File: src/rtl/dr_fifo.sv
// Synchronous FIFO with valid/ready handshakes, flush, occupancy count and almost-full flag.
// The head word is held in a register so out_* never depends combinationally on in_*.
module dr_fifo #(
    parameter int unsigned     WIDTH     = 16,
    parameter int unsigned     DEPTH     = 4,
    parameter int unsigned     AF_LEVEL  = DEPTH - 1,
    parameter logic [WIDTH-1:0] RESET_VAL = '0
) (
    input  logic                         clk,
    input  logic                         rst_n,
    input  logic                         in_valid,
    output logic                         in_ready,
    input  logic [WIDTH-1:0]             in_data,
    output logic                         out_valid,
    input  logic                         out_ready,
    output logic [WIDTH-1:0]             out_data,
    input  logic                         flush,
    output logic [$clog2(DEPTH+1)-1:0]   count,
    output logic                         almost_full
);

    localparam int unsigned PW = $clog2(DEPTH);
    localparam int unsigned CW = $clog2(DEPTH + 1);

    logic [WIDTH-1:0] mem_q [DEPTH];

    logic [PW-1:0]    wr_ptr_q, wr_ptr_d;
    logic [PW-1:0]    rd_ptr_q, rd_ptr_d;
    logic [CW-1:0]    count_q, count_d;
    logic [WIDTH-1:0] out_data_q, out_data_d;
    logic             out_valid_q, out_valid_d;
    logic             af_q, af_d;
    logic             push_c, pop_c;

    assign in_ready = (count_q != CW'(DEPTH)) && !flush;

    // Next-state: pointers, occupancy and the registered head/last-dequeued word.
    always_comb begin
        wr_ptr_d   = wr_ptr_q;
        rd_ptr_d   = rd_ptr_q;
        count_d    = count_q;
        out_data_d = out_data_q;
        push_c     = in_valid && in_ready;
        pop_c      = out_valid_q && out_ready && !flush;

        if (flush) begin
            wr_ptr_d = '0;
            rd_ptr_d = '0;
            count_d  = '0;
        end else begin
            if (push_c) wr_ptr_d = wr_ptr_q + PW'(1);
            if (pop_c)  rd_ptr_d = rd_ptr_q + PW'(1);
            if (push_c && !pop_c)      count_d = count_q + CW'(1);
            else if (pop_c && !push_c) count_d = count_q - CW'(1);
            // New head comes from the incoming word when it lands in the head slot;
            // when the queue drains, the last dequeued word simply stays put.
            if (count_d != '0) begin
                if (push_c && (rd_ptr_d == wr_ptr_q)) out_data_d = in_data;
                else                                  out_data_d = mem_q[rd_ptr_d];
            end
        end

        out_valid_d = (count_d != '0);
        af_d        = (32'(count_d) >= AF_LEVEL);
    end

    always_ff @(posedge clk or negedge rst_n) begin
        if (!rst_n) begin
            wr_ptr_q    <= '0;
            rd_ptr_q    <= '0;
            count_q     <= '0;
            out_data_q  <= RESET_VAL;
            out_valid_q <= 1'b0;
            af_q        <= 1'b0;
        end else begin
            wr_ptr_q    <= wr_ptr_d;
            rd_ptr_q    <= rd_ptr_d;
            count_q     <= count_d;
            out_data_q  <= out_data_d;
            out_valid_q <= out_valid_d;
            af_q        <= af_d;
        end
    end

    // Storage array is never reset; stale contents are unreachable once pointers clear.
    always_ff @(posedge clk) begin
        if (push_c) mem_q[wr_ptr_q] <= in_data;
    end

    assign count       = count_q;
    assign out_valid   = out_valid_q;
    assign out_data    = out_data_q;
    assign almost_full = af_q;

endmodule

File: config.mk
export PLATFORM = sky130hd
export DESIGN_NAME = dr_fifo
export DESIGN_NICKNAME = d
export VERILOG_FILES = /design/src/rtl/dr_fifo.sv
export SDC_FILE = /design/constraint.sdc
export NUM_CORES = 1
export LEC_CHECK = 0
export ABC_AREA = 1
export ABC_CLOCK_PERIOD_IN_PS = 1800
export CELL_PAD_IN_SITES_DETAIL_PLACEMENT = 1
export CELL_PAD_IN_SITES_GLOBAL_PLACEMENT = 1
export CORE_UTILIZATION = 40
export CTS_CLUSTER_DIAMETER = 60
export CTS_CLUSTER_SIZE = 30
export DETAILED_ROUTE_END_ITERATION = 10
export GPL_TIMING_DRIVEN = 0
export PLACE_DENSITY_LB_ADDON = 0.1
export SYNTH_ARGS = -nofsm -noshare
export SYNTH_HDL_FRONTEND = slang
export SYNTH_SLANG_ARGS = --single-unit
File: constraint.sdc
create_clock -name clk -period 1.8 [get_ports clk]
set_input_delay 0.36 -clock clk [delete_from_list [all_inputs] [get_ports clk]]
set_output_delay 0.36 -clock clk [all_outputs]
set_load 0.1 [all_outputs]
# ---- Yosys cells after proc, flatten, opt, wreduce, memory -nomap -nowiden
# Memory sizes are Yosys's and may differ from the RTL's. A register that Yosys moved wholly into a read port is not among the register bits.
# Index checks and enable logic that the tools add are counted.
dict set report word_totals {
  regBits 9
  latchBits 0
  ramBits 64
  rom_bits 0
  input_bits 21
  elab_cells 38
  mem_count 1
}
# name words word_bits read_ports rd_clocked_by_memory_dff write_ports line
set memory_table {}
lappend memory_table {mem_q 4 16 1 1 1 25} ;# logic [WIDTH-1:0] mem_q [DEPTH];
dict set report classes {
  n_addsub 4
  multipliers 0
  div_mod_pow 0
  magnitude_cmp 1
  eq_ne 1
  n_shift 0
  mux 11
  bitwise 1
  reduce_logical 14
}
# op count
set op_table {}
lappend op_table {{$mux 3} 4}
lappend op_table {{$mux 2} 5}
lappend op_table {{$logic_and 1x1->1} 6}
lappend op_table {{$reduce_bool 3->1} 2}
lappend op_table {{$add 2x1->2 const B} 2}
lappend op_table {{$logic_not 1->1} 4}
lappend op_table {{$add 3x1->3 const B} 1}
lappend op_table {{$ge 3x2->1 const B} 1}
lappend op_table {{$ne 3x3->1 const B} 1}
lappend op_table {{$sub 3x1->3 const B} 1}
lappend op_table {{$mux 1} 2}
lappend op_table {{$reduce_and 2->1} 1}
lappend op_table {{$reduce_bool 2->1} 1}
lappend op_table {{$not 1->1} 1}

# ---- Longest topological paths before layout
# Gate-level depths: netlist (run 1).
dict set report logic_depth {
  depth_word 10
  mapped_depth 13
  ltp_nobuf 12
}

# ---- Worst setup path before layout (run 1)
# OpenSTA, ideal clock, no wires.
dict set report synth_path {
  path_kind {reg-to-output}
  startpoint {register count_q[0], in the netlist count[0]}
  endpoint {output port in_ready}
  arrival_time_ps 2844
  t_required_ps 1440
  path_slack_ps -1404
  path_stages_with_launch 4
  path_buffers 0
  cell_sequence {dfrtp_1 > inv_1 > ha_1 > a21oi_1}
}
dict set report synth_via {
  elab_chain_cells 2
}
# element line
set synth_lines {}
lappend synth_lines {{from (decl)} 29} ;# logic [CW-1:0] count_q, count_d;
lappend synth_lines {{from (signal assigned)} 78} ;# count_q <= count_d;
lappend synth_lines {{$ne 3x3->1} 35} ;# assign in_ready = (count_q != CW'(DEPTH)) && !flush;
lappend synth_lines {{$logic_and 1x1->1} 35}
lappend synth_lines {{to (decl)} 12} ;# output logic in_ready,
# No other way between the ends.

# ---- Worst setup path after layout (run 1)
dict set report layout_path {
  startpoint {register count_q[0], in the netlist count[0]}
  endpoint {register out_data_q[12], in the netlist out_data[12] (read register of mem_q)}
}
dict set report layout_via {
  elab_chain_cells 10
  word_cells_on_any_way 13
  cone_classes {add/sub: 2; eq/ne: 1; mux: 3; reduce/logical: 7}
}
# element line
set layout_lines {}
lappend layout_lines {{$ne 3x3->1} 35}
lappend layout_lines {{$logic_and 1x1->1} 35}
lappend layout_lines {{$logic_and 1x1->1} 43} ;# push_c = in_valid && in_ready;
lappend layout_lines {{$logic_not 1->1} 54} ;# else if (pop_c && !push_c) count_d = count_q - CW'(1);
lappend layout_lines {{$logic_and 1x1->1} 54}
lappend layout_lines {{$mux 3} 54}
lappend layout_lines {{$mux 3 *} 53} ;# if (push_c && !pop_c) count_d = count_q + CW'(1);
lappend layout_lines {{$mux 3 *} 46} ;# if (flush) begin
lappend layout_lines {{$reduce_bool 3->1 *} 57} ;# if (count_d != '0) begin
lappend layout_lines {{$reduce_and 2->1 (no source line) *} -}
lappend layout_lines {{to (decl)} 30} ;# logic [WIDTH-1:0] out_data_q, out_data_d;
# Mark *: on every way between the ends. The rest lies on a longest branch, timed or not. The select of a mux whose other input is x is not followed.
# A chain may end at the register's enable or synchronous reset.

==> results of run 1 <==
## state kept, by name (all words and copies together), names as in the netlist
register,count
count,3
mem_q,64
almost_full,1
out_valid,1
wr_ptr_q,2
rd_ptr_q,2
out_data,16
## repair_timing
item,in CTS,in global routing
gates resized for setup,101,26
setup buffers,24,5
hold endpoints to repair,0,0
setup endpoints to repair,111,20
gates cloned,0,1
pin swaps,14,12
## synth_stat cells, types with 3 or more instances
library cell / n
nand3_1: 38
inv_1: 47
nand3_2: 4
nand3b_1: 32
ha_1: 7
nand4_1: 32
clkbuf_1: 7
nand2_2: 5
dfrtp_1: 25
nand3_4: 3
nor2_1: 7
nand2_1: 138
edfxtp_1: 64
buf_2: 10
## worst max path at each step
stage,slack [ps],to,cells after the start,startpoint
2_1_floorplan,-170,out_data[0]$_DFFE_PN0P_,13,count[0]$_DFF_PN0_
3_3_place_gp,-960,out_data[12]$_DFFE_PN0P_,12,flush
3_5_place_dp,-1000,out_data[15]$_DFFE_PN0P_,12,flush
4_1_cts,-5,out_data[12]$_DFFE_PN0P_,13,count[1]$_DFF_PN0_
5_1_grt,-170,out_data[3]$_DFFE_PN0P_,10,count[0]$_DFF_PN0_
6_report,-80,out_data[12]$_DFFE_PN0P_,12,count[0]$_DFF_PN0_
## power by group
group	internal, mW	switching [mW]
clock network	0.765	0.697
registers	2.47	0.166
logic	0.971	2.64
total	4.21	3.50
## area by class of cell
type / count / area [µm²]
clock buffers: 9 / 124
fillers: 1129 / 4640
well taps: 136 / 170
clock inverters: 6 / 83.8
multi-input cells: 274 / 1650
inverters: 49 / 194
plain buffers: 20 / 146
flip-flops and latches: 89 / 2560
repair buffers: 72 / 758
## stage by stage
step                      instances  utilization, %  worst slack, ps  instance area [µm²]
final                           655            55.1            -77.9                 5680
after global placement          610            48.2             -965                 4980
after detailed placement        610            48.2            -1000                 4980
after CTS                       649            53.9            -5.42                 5570
after floorplan                 432               -             -167                 4390
after global routing            655            55.1             -169                 5680
## worst reg2reg max path: cells and delay by family (launching register included)
family	cells	cell delay [ps]
flip-flops	1	510
buffers and inverters	3	300
adder cells (fa/ha/maj)	1	160
AND/OR/NAND/NOR	8	800
## logic make-up after synthesis
kind of cell | Yosys count | share of synthesized area (%)
AND/OR/NAND/NOR | 261 | 30.8
flip-flops | 89 | 59.6
buffers and inverters | 69 | 6.76
adder cells (fa/ha/maj) | 7 | 2.05
AO/OA/AOI/OAI | 5 | 0.585
XOR/XNOR | 1 | 0.205
## routing by layer
layer / vias up / part of all wire [%] / track usage, %
li1: 1624 / - / -
met1: 1728 / 43 / 28.6
met2: 65 / 51 / 39.7
met3: 22 / 3.6 / 4.08
met4: 0 / 2.4 / 9.05
met5: - / 0 / 0
## cell usage in the layout (no fill, tap or decap), types with 18 or more instances in the layout
master	instances
dfrtp_1	21
inv_1	45
nand2_2	19
clkdlybuf4s15_2	21
nand3b_1	32
edfxtp_1	64
nand2_1	116
buf_4	24
nand4_1	32
nand3_1	36
clkdlybuf4s50_1	18
==> results.py, run 1 <==
metrics = {
    "run_status": {
        "status": "finished, violations left",
        "violations": "negative setup slack",
    },
    "route": {
        "vias": 3439,
        "routed_via_density": 5.25,
        "drc": 0,
        "ant_nets": 0,
        "wl_per_cell_um": 18.5,
        "totalWireLength_um": 12100,
        "drt_iter0_markers": 130,
        "first_pass_iters": 4,
    },
    "sta": {
        "holdWs_ps": 457,
        "hold_viol_final": 0,
        "setup-violations-final": 16,
        "worst_slew_pin_slew_ps": 1240,
        "maxSlewViolCount": 0,
        "layout_setup_ws_ps": -77.9,
        "fin_skew_ps": 7.51,
        "slew-limit-headroom_pct": 16.8,
        "post-route-period-util_pct": 104,
        "min_period_ps": 1880,
        "rsz0062_at_grt": "yes",
        "fin_tns_setup_ps": -848,
        "timing.fmax_mhz": 533,
    },
    "final_layout": {
        "area_growth_pct": 33.0,
        "final_nets": 543,
        "num_antenna_cells": 0,
        "drive_gt1_share_pct": 27.2,
    },
    "cts": {
        "cts_sinks": 89,
        "clock-root-buffer": "clkbuf_8",
        "clk_path_buf_depth": 2,
        "cts_made_buffers": 9,
        "insertion_delay_ps": 370,
        "cts_hold_buf": 0,
        "cts-htree-levels": 3,
        "clk_pin_slew_worst_paths_ps": 80,
        "cts_tree": "yes",
    },
    "synth": {
        "synth_area_leaders": "edfxtp_1 (45%), dfrtp_1 (15%), nand2_1 (12%)",
        "ys_types": 24,
        "yosys_register_bits": 89,
        "ys_seq_area_share_pct": 59.6,
        "synth_ff_type": "edfxtp_1",
        "yosysTopAreaCell": "edfxtp_1",
        "yosysWarningCount": 0,
        "synth_area_per_cell_um2": 9.90,
        "synth.top_cell.area_share_pct": 45.0,
        "synth_area_um2": 4280,
        "syn_inst": 432,
        "synth_edf_count": 64,
        "async_flop_share_pct": 28.1,
        "syn-num-nets": 460,
    },
    "floorplan": {
        "placement_rows": 37,
        "die_h_um": 105,
        "io_pins": 43,
        "dieArea_um2": 11100,
        "start_util_pct": 41.4,
        "die_x_um": 105,
        "core_area_um2": 10300,
    },
    "hold_path": {
        "hold_path_depth": 2,
        "hold_end": "rd_ptr_q[1]$_DFF_PN0_",
        "min-delay-start": "flush",
        "min_path_type": "input pin to flop",
    },
    "worst_setup_path": {
        "reg2reg_setup_slack_ps": -80,
        "crit_type": "flop to flop",
        "arrival_ps": 2130,
        "start_kind": "flop",
        "cp-end-kind": "flop",
        "reg2reg_depth": 12,
        "worstPathRequired_ps": 2060,
        "r2r_end": "out_data[12]$_DFFE_PN0P_",
        "timing.rr.start": "count[0]$_DFF_PN0_",
        "cp_common_cell": "nand3_4",
        "path_cells": "inv_4 -> ha_4 -> nand2_4 -> nand3_4 -> inv_4 -> nand2_4 -> nand3_2 -> nand3_4 -> nand3_4 -> buf_6 -> nand2_1 -> nand2_1",
        "cpPeakStageDelay_ps": 510,
        "worstPathBufferInverterCount": 3,
        "cp_max_fo": 6,
        "path_delay_family": "simple AND/OR/NAND/NOR gates",
        "cp_slowest_cell": "dfrtp_4",
    },
    "grt": {
        "grt_usage_pct": 23.0,
        "grt_pass1_vias": 3670,
        "grt_max_degree": 26,
        "grt_overflow": 0,
        "antenna_found_initial": 0,
        "grt_pass1_wl_um": 19000,
    },
    "power": {
        "power_density_nw_per_um2": 1360,
        "peakVddDrop_uv": 923,
        "p_total_mw": 7.71,
        "p_leak_nw": 2.46,
    },
    "place": {
        "place_hpwl_um": 7760,
        "portBuffers": 42,
        "gp_congestion": 0.770,
    },
    "run": {
        "drv_cap": 0,
    },
}
No activity file was read; power rests on OpenSTA's default activity.
==> inputs of run 2 (changes only) <==
--- a/config.mk
+++ b/config.mk
@@ -14,7 +14,8 @@
 export CTS_CLUSTER_SIZE = 30
 export DETAILED_ROUTE_END_ITERATION = 10
 export GPL_TIMING_DRIVEN = 0
-export PLACE_DENSITY_LB_ADDON = 0.1
+export PLACE_DENSITY = 0.87
+export SKIP_LAST_GASP = 1
 export SYNTH_ARGS = -nofsm -noshare
 export SYNTH_HDL_FRONTEND = slang
 export SYNTH_SLANG_ARGS = --single-unit
==> run 2 against run 1 <==
  * The flow finishes with violations (negative hold slack, negative setup slack)
  * First-iteration DRC count grew 150%
  * Clock skew up 30 ps
  * Global-route usage increased by 5.0 points
  * Worst setup slack got worse by 89 ps
  * Wire length is 29% higher
  * Sequential share of layout area fell by 2.3 points
  * Highest routed layer unchanged
  * Maximum frequency fell by 4.5%
  * Via count is 9.9% higher
  * Largest power group unchanged
  * Final cell count grew 1.8%
  * Non-clock buffer count increased by 11
==> results.py, run 2 (synthesis gave the netlist of run 1 again) <==
metrics = {
    "run_status": {
        "status": "finished, violations left",
        "violations": "negative hold slack, negative setup slack",
    },
    "sta": {
        "hold_viol_final": 15,
        "min_period_ps": 1970,
        "setup-violations-final": 79,
        "fin_skew_ps": 37.9,
        "holdWs_ps": -30.7,
        "post-route-period-util_pct": 109,
        "maxSlewViolCount": 0,
        "fin_tns_setup_ps": -3930,
        "worst_slew_pin_slew_ps": 627,
        "rsz0062_at_grt": "yes",
        "layout_setup_ws_ps": -167,
        "timing.fmax_mhz": 508,
        "slew-limit-headroom_pct": 58.2,
    },
    "final_layout": {
        "final_common_cell": "nand2_1",
        "final_nets": 554,
        "multi_input_area_um2": 1820,
        "most-common-layout-cells": "nand2_1 (92), edfxtp_1 (64), inv_1 (45)",
        "num_antenna_cells": 0,
        "area_growth_pct": 40.1,
        "fillCellCount": 1099,
        "seq_area_um2": 2560,
        "drive_gt1_share_pct": 34.1,
        "top_register": "mem_q",
        "largest_reg_flops": 64,
        "fin_util_pct": 58.0,
    },
    "grt": {
        "gr-usage-met1_pct": 31.0,
        "top_usage_layer": "met2",
        "grt_pass1_wl_um": 23200,
        "grt_usage_pct": 28.1,
        "grt_max_degree": 26,
        "met3_usage_pct": 5.75,
        "grt_pass1_vias": 4186,
        "use_met2_pct": 49.3,
        "antenna_found_initial": 0,
        "grt_overflow": 0,
    },
    "floorplan": {
        "die_h_um": 105,
        "start_util_pct": 41.4,
        "placement_rows": 37,
        "core_area_um2": 10300,
        "die_x_um": 105,
        "dieArea_um2": 11100,
        "io_pins": 43,
    },
    "cts": {
        "cts-htree-levels": 3,
        "clk_pin_slew_worst_paths_ps": 130,
        "insertion_delay_ps": 390,
        "cts_made_buffers": 9,
        "cts_tree": "yes",
        "cts_sinks": 89,
        "cts_hold_buf": 0,
        "clk_path_buf_depth": 2,
        "clock-root-buffer": "clkbuf_8",
    },
    "run": {
        "drv_cap": 0,
    },
    "route": {
        "routed_via_density": 5.67,
        "ant_nets": 0,
        "totalWireLength_um": 15600,
        "drt_iter0_markers": 319,
        "first_pass_iters": 5,
        "vias": 3780,
        "drc": 0,
        "wl_per_cell_um": 23.4,
    },
    "worst_setup_path": {
        "path_cells": "buf_6 -> nand4_4 -> clkbuf_2 -> nand3b_1 -> nand3_1 -> nand2_1 -> nand2_1 -> nand2_1 -> nand2_1 -> nand2_1",
        "arrival_ps": 2220,
        "worstPathBufferInverterCount": 2,
        "start_kind": "flop",
        "cp_slowest_cell": "dfrtp_4",
        "cp_max_fo": 10,
        "crit_type": "flop to flop",
        "cp_common_cell": "nand2_1",
        "worstPathRequired_ps": 2050,
        "path_delay_family": "simple AND/OR/NAND/NOR gates",
        "cpPeakStageDelay_ps": 500,
        "cp-end-kind": "flop",
    },
    "place": {
        "place_hpwl_um": 7900,
        "portBuffers": 42,
        "gp_congestion": 0.794,
    },
    "power": {
        "peakVddDrop_uv": 940,
        "p_total_mw": 8.29,
        "p_leak_nw": 2.57,
        "power_density_nw_per_um2": 1380,
    },
    "hold_path": {
        "min_path_type": "input pin to asynchronous set/reset pin",
    },
}
run 2: cell count changes in the layout (fill, tap and decap cells not counted), moves of 3 or more:
| cell | delta |
|---|---|
| clkdlybuf4s15_2 | -3 |
| inv_6 | +4 |
| nand2_2 | +17 |
| buf_4 | +6 |
| nand2_1 | -24 |
| nand2_8 | +5 |
| clkbuf_2 | -3 |
| buf_6 | +10 |
run 2: layout make-up:
type	count	area share [%]
Tap cell	136	2.84
Buffer	20	2.84
Multi-Input combinational cell	274	30.3
Clock inverter	5	0.648
Sequential cell	89	42.8
Inverter	49	3.28
Clock buffer	11	2.90
Timing Repair Buffer	83	14.4
run 2: layer usage:
metal | routed length [µm] | vias up
met3 | 1020 | 70
met1 | 5700 | 1849
met2 | 8100 | 224
met5 | 0 | -
met4 | 810 | 0
li1 | - | 1637
run 2: metrics by stage:
step / std cells / hold slack [ps] / area, µm² / setup slack, ps
after CTS: 660 / 526 / 5770 / -131
after global routing: 667 / 23.9 / 5990 / -219
after detailed placement: 610 / 528 / 4980 / -964
after global placement: 610 / 523 / 4980 / -876
final: 667 / -30.7 / 5990 / -167
after floorplan: 432 / 64.4 / 4390 / -167
run 2: final timing paths:
check / startpoint / slack, ps / endpoint / cells past startpoint
max in group asynchronous: rst_n / 1350 / count[0]$_DFF_PN0_ / 1
worst min-delay path: rst_n / -30 / out_valid$_DFF_PN0_ / 1
min in group clk: flush / 520 / rd_ptr_q[0]$_DFF_PN0_ / 2
worst min register to register: out_data[15]$_DFFE_PN0P_ / 550 / out_data[15]$_DFFE_PN0P_ / 2
worst max-delay path: out_valid$_DFF_PN0_ / -170 / out_data[6]$_DFFE_PN0P_ / 10
worst max register to register: out_valid$_DFF_PN0_ / -170 / out_data[6]$_DFFE_PN0P_ / 10
run 2: what timing repair did:
item	CTS	global route
pin swaps	18	22
setup endpoints to repair	111	86
setup buffers	33	7
gates cloned	2	0
resized for setup	132	66
run 2: power by group:
part	internal (mW)	switching, mW	leakage (nW)
Sequential	2.47	0.172	0.891
Clock	0.684	0.824	0.107
Combinational	1.16	2.98	1.57
==> inputs of run 3 (changes only) <==
==> constraint.sdc (replaced) <==
create_clock -name clk -period 1.8 [get_ports clk]
set_input_delay 0.36 -clock clk [delete_from_list [all_inputs] [get_ports clk]]
set_output_delay 0.36 -clock clk [all_outputs]
set_load 0.05 [all_outputs]
==> run 3 against run 2 <==
  * The run ends with negative setup slack left
  * Sequential cell count did not move
  * Utilization down 2.8 points
  * Total power down 14%
  * Worst setup slack got worse by 100 ps
  * Maximum frequency fell by 4.9%
  * Critical path type unchanged
  * Critical endpoint is now mem_q[2][11]$_DFFE_PP_
==> results.py, run 3 (synthesis gave the netlist of run 1 again) <==
metrics = {
    "run_status": {
        "status": "finished, violations left",
        "violations": "negative setup slack",
    },
    "floorplan": {
        "die_h_um": 105,
        "core_area_um2": 10300,
        "start_util_pct": 41.4,
        "dieArea_um2": 11100,
        "die_x_um": 105,
        "io_pins": 43,
        "placement_rows": 37,
    },
    "sta": {
        "post-route-period-util_pct": 115,
        "holdWs_ps": 539,
        "setup-violations-final": 86,
        "timing.fmax_mhz": 484,
        "rsz0062_at_grt": "yes",
        "slew-limit-headroom_pct": 13.7,
        "fin_skew_ps": 24.4,
        "hold_viol_final": 0,
        "fin_tns_setup_ps": -17390,
        "layout_setup_ws_ps": -268,
        "worst_slew_pin_slew_ps": 1290,
        "min_period_ps": 2070,
        "maxSlewViolCount": 0,
    },
    "final_layout": {
        "final_common_cell": "nand2_1",
        "final_cell_count_no_fill": 657,
        "largest_reg_flops": 64,
        "most-common-layout-cells": "nand2_1 (106), edfxtp_1 (64), inv_1 (44)",
        "drive_gt1_share_pct": 25.7,
        "postLayoutCellArea_um2": 5700,
        "final_nets": 544,
        "num_antenna_cells": 0,
        "area_growth_pct": 33.4,
        "top_register": "mem_q",
    },
    "cts": {
        "cts_made_buffers": 9,
        "clk_pin_slew_worst_paths_ps": 110,
        "clk_path_buf_depth": 2,
        "cts_tree": "yes",
        "clock-root-buffer": "clkbuf_8",
        "cts-htree-levels": 3,
        "cts_sinks": 89,
        "insertion_delay_ps": 380,
    },
    "worst_setup_path": {
        "cp_max_fo": 16,
        "crit_type": "flop to flop",
        "cp-startpoint": "count[0]$_DFF_PN0_",
        "path_cells": "inv_4 -> ha_4 -> nand2_4 -> nand3_4 -> nor2_2",
        "cp_slowest_cell": "nor2_2",
        "reg2reg_depth": 5,
        "start_kind": "flop",
        "arrival_ps": 2060,
        "cpPeakStageDelay_ps": 790,
        "timing.rr.start": "count[0]$_DFF_PN0_",
        "worstPathRequired_ps": 1790,
        "cp-end-kind": "flop",
        "reg2reg_setup_slack_ps": -270,
        "r2r_end": "mem_q[2][11]$_DFFE_PP_",
    },
    "route": {
        "first_pass_iters": 4,
        "drt_iter0_markers": 240,
        "vias": 3701,
        "ant_nets": 0,
        "totalWireLength_um": 15300,
        "drc": 0,
        "routed_via_density": 5.63,
        "wl_per_cell_um": 23.2,
    },
    "place": {
        "pre_cts_ws_ps": -827,
        "postPlaceCellArea_um2": 4940,
        "gp_congestion": 0.782,
        "portBuffers": 42,
        "place_hpwl_um": 7930,
        "dp_cells": 610,
    },
    "hold_path": {
        "hold_end": "rd_ptr_q[0]$_DFF_PN0_",
        "min-delay-start": "flush",
        "min_path_type": "input pin to flop",
        "hold_path_depth": 2,
    },
    "grt": {
        "grt_pass1_vias": 3739,
        "grt_overflow": 0,
        "grt_max_degree": 26,
        "grt_pass1_wl_um": 19500,
        "antenna_found_initial": 0,
        "grt_usage_pct": 23.3,
    },
    "power": {
        "peakVddDrop_uv": 920,
        "p_leak_nw": 2.56,
        "power_density_nw_per_um2": 1260,
    },
    "run": {
        "drv_cap": 0,
    },
}
==> run 3: area by class of cell <==
class,instances,area [µm²]
timing repair buffer,72,693
buffer,20,170
sequential,89,2550
inverter,49,201
multi-input combinational,275,1730
clock buffer,10,149
clock inverter,6,41.3
tap,136,170
fill,1122,4620
==> run 3: metrics by stage <==
stage | total power [mW] | utilization, %
after CTS | 6.51 | 51.7
after floorplan | 4.31 | -
after detailed placement | 5.19 | 47.9
after global routing | 7.41 | 55.2
final | 7.17 | 55.2
after global placement | 5.10 | 47.9
==> run 3: worst max-delay path, delay by kind of cell (launching register included) <==
| family | cells | cell delay (ps) |
|---|---|---|
| fa+ha+maj | 1 | 170 |
| buf+inv | 1 | 60 |
| flops | 1 | 420 |
| simple gates | 3 | 1000 |
==> run 3: power breakdown <==
group | leakage (nW) | internal [mW] | switching [mW]
sequential | 0.894 | 2.47 | 0.184
combinational | 1.56 | 0.988 | 2.14
clock | 0.101 | 0.587 | 0.796
==> run 3: how the worst max path moves through the flow <==
stage / to / slack, ps / cells past startpoint
after floorplan: out_data[0]$_DFFE_PN0P_ / -120 / 13
final: mem_q[2][11]$_DFFE_PP_ / -270 / 5
after global placement: out_data[11]$_DFFE_PN0P_ / -790 / 12
after CTS: in_ready / -180 / 4
after global routing: mem_q[1][15]$_DFFE_PP_ / -360 / 5
after detailed placement: out_data[7]$_DFFE_PN0P_ / -830 / 12
==> run 3: layer usage <==
layer | part of all wire, % | track usage, %
met1 | 40 | 28.6
met4 | 5.4 | 9.96
met3 | 4.1 | 4.08
met5 | 0 | 0
met2 | 51 | 40.3
==> run 3: repair_timing <==
item / CTS / global route
pin swaps: 3 / 31
setup buffers: 18 / 10
hold buffers: 0 / 0
hold endpoints to repair: 0 / 0
endpoints found under the setup margin: 108 / 87
resized for setup: 45 / 75
cloned: 1 / 3
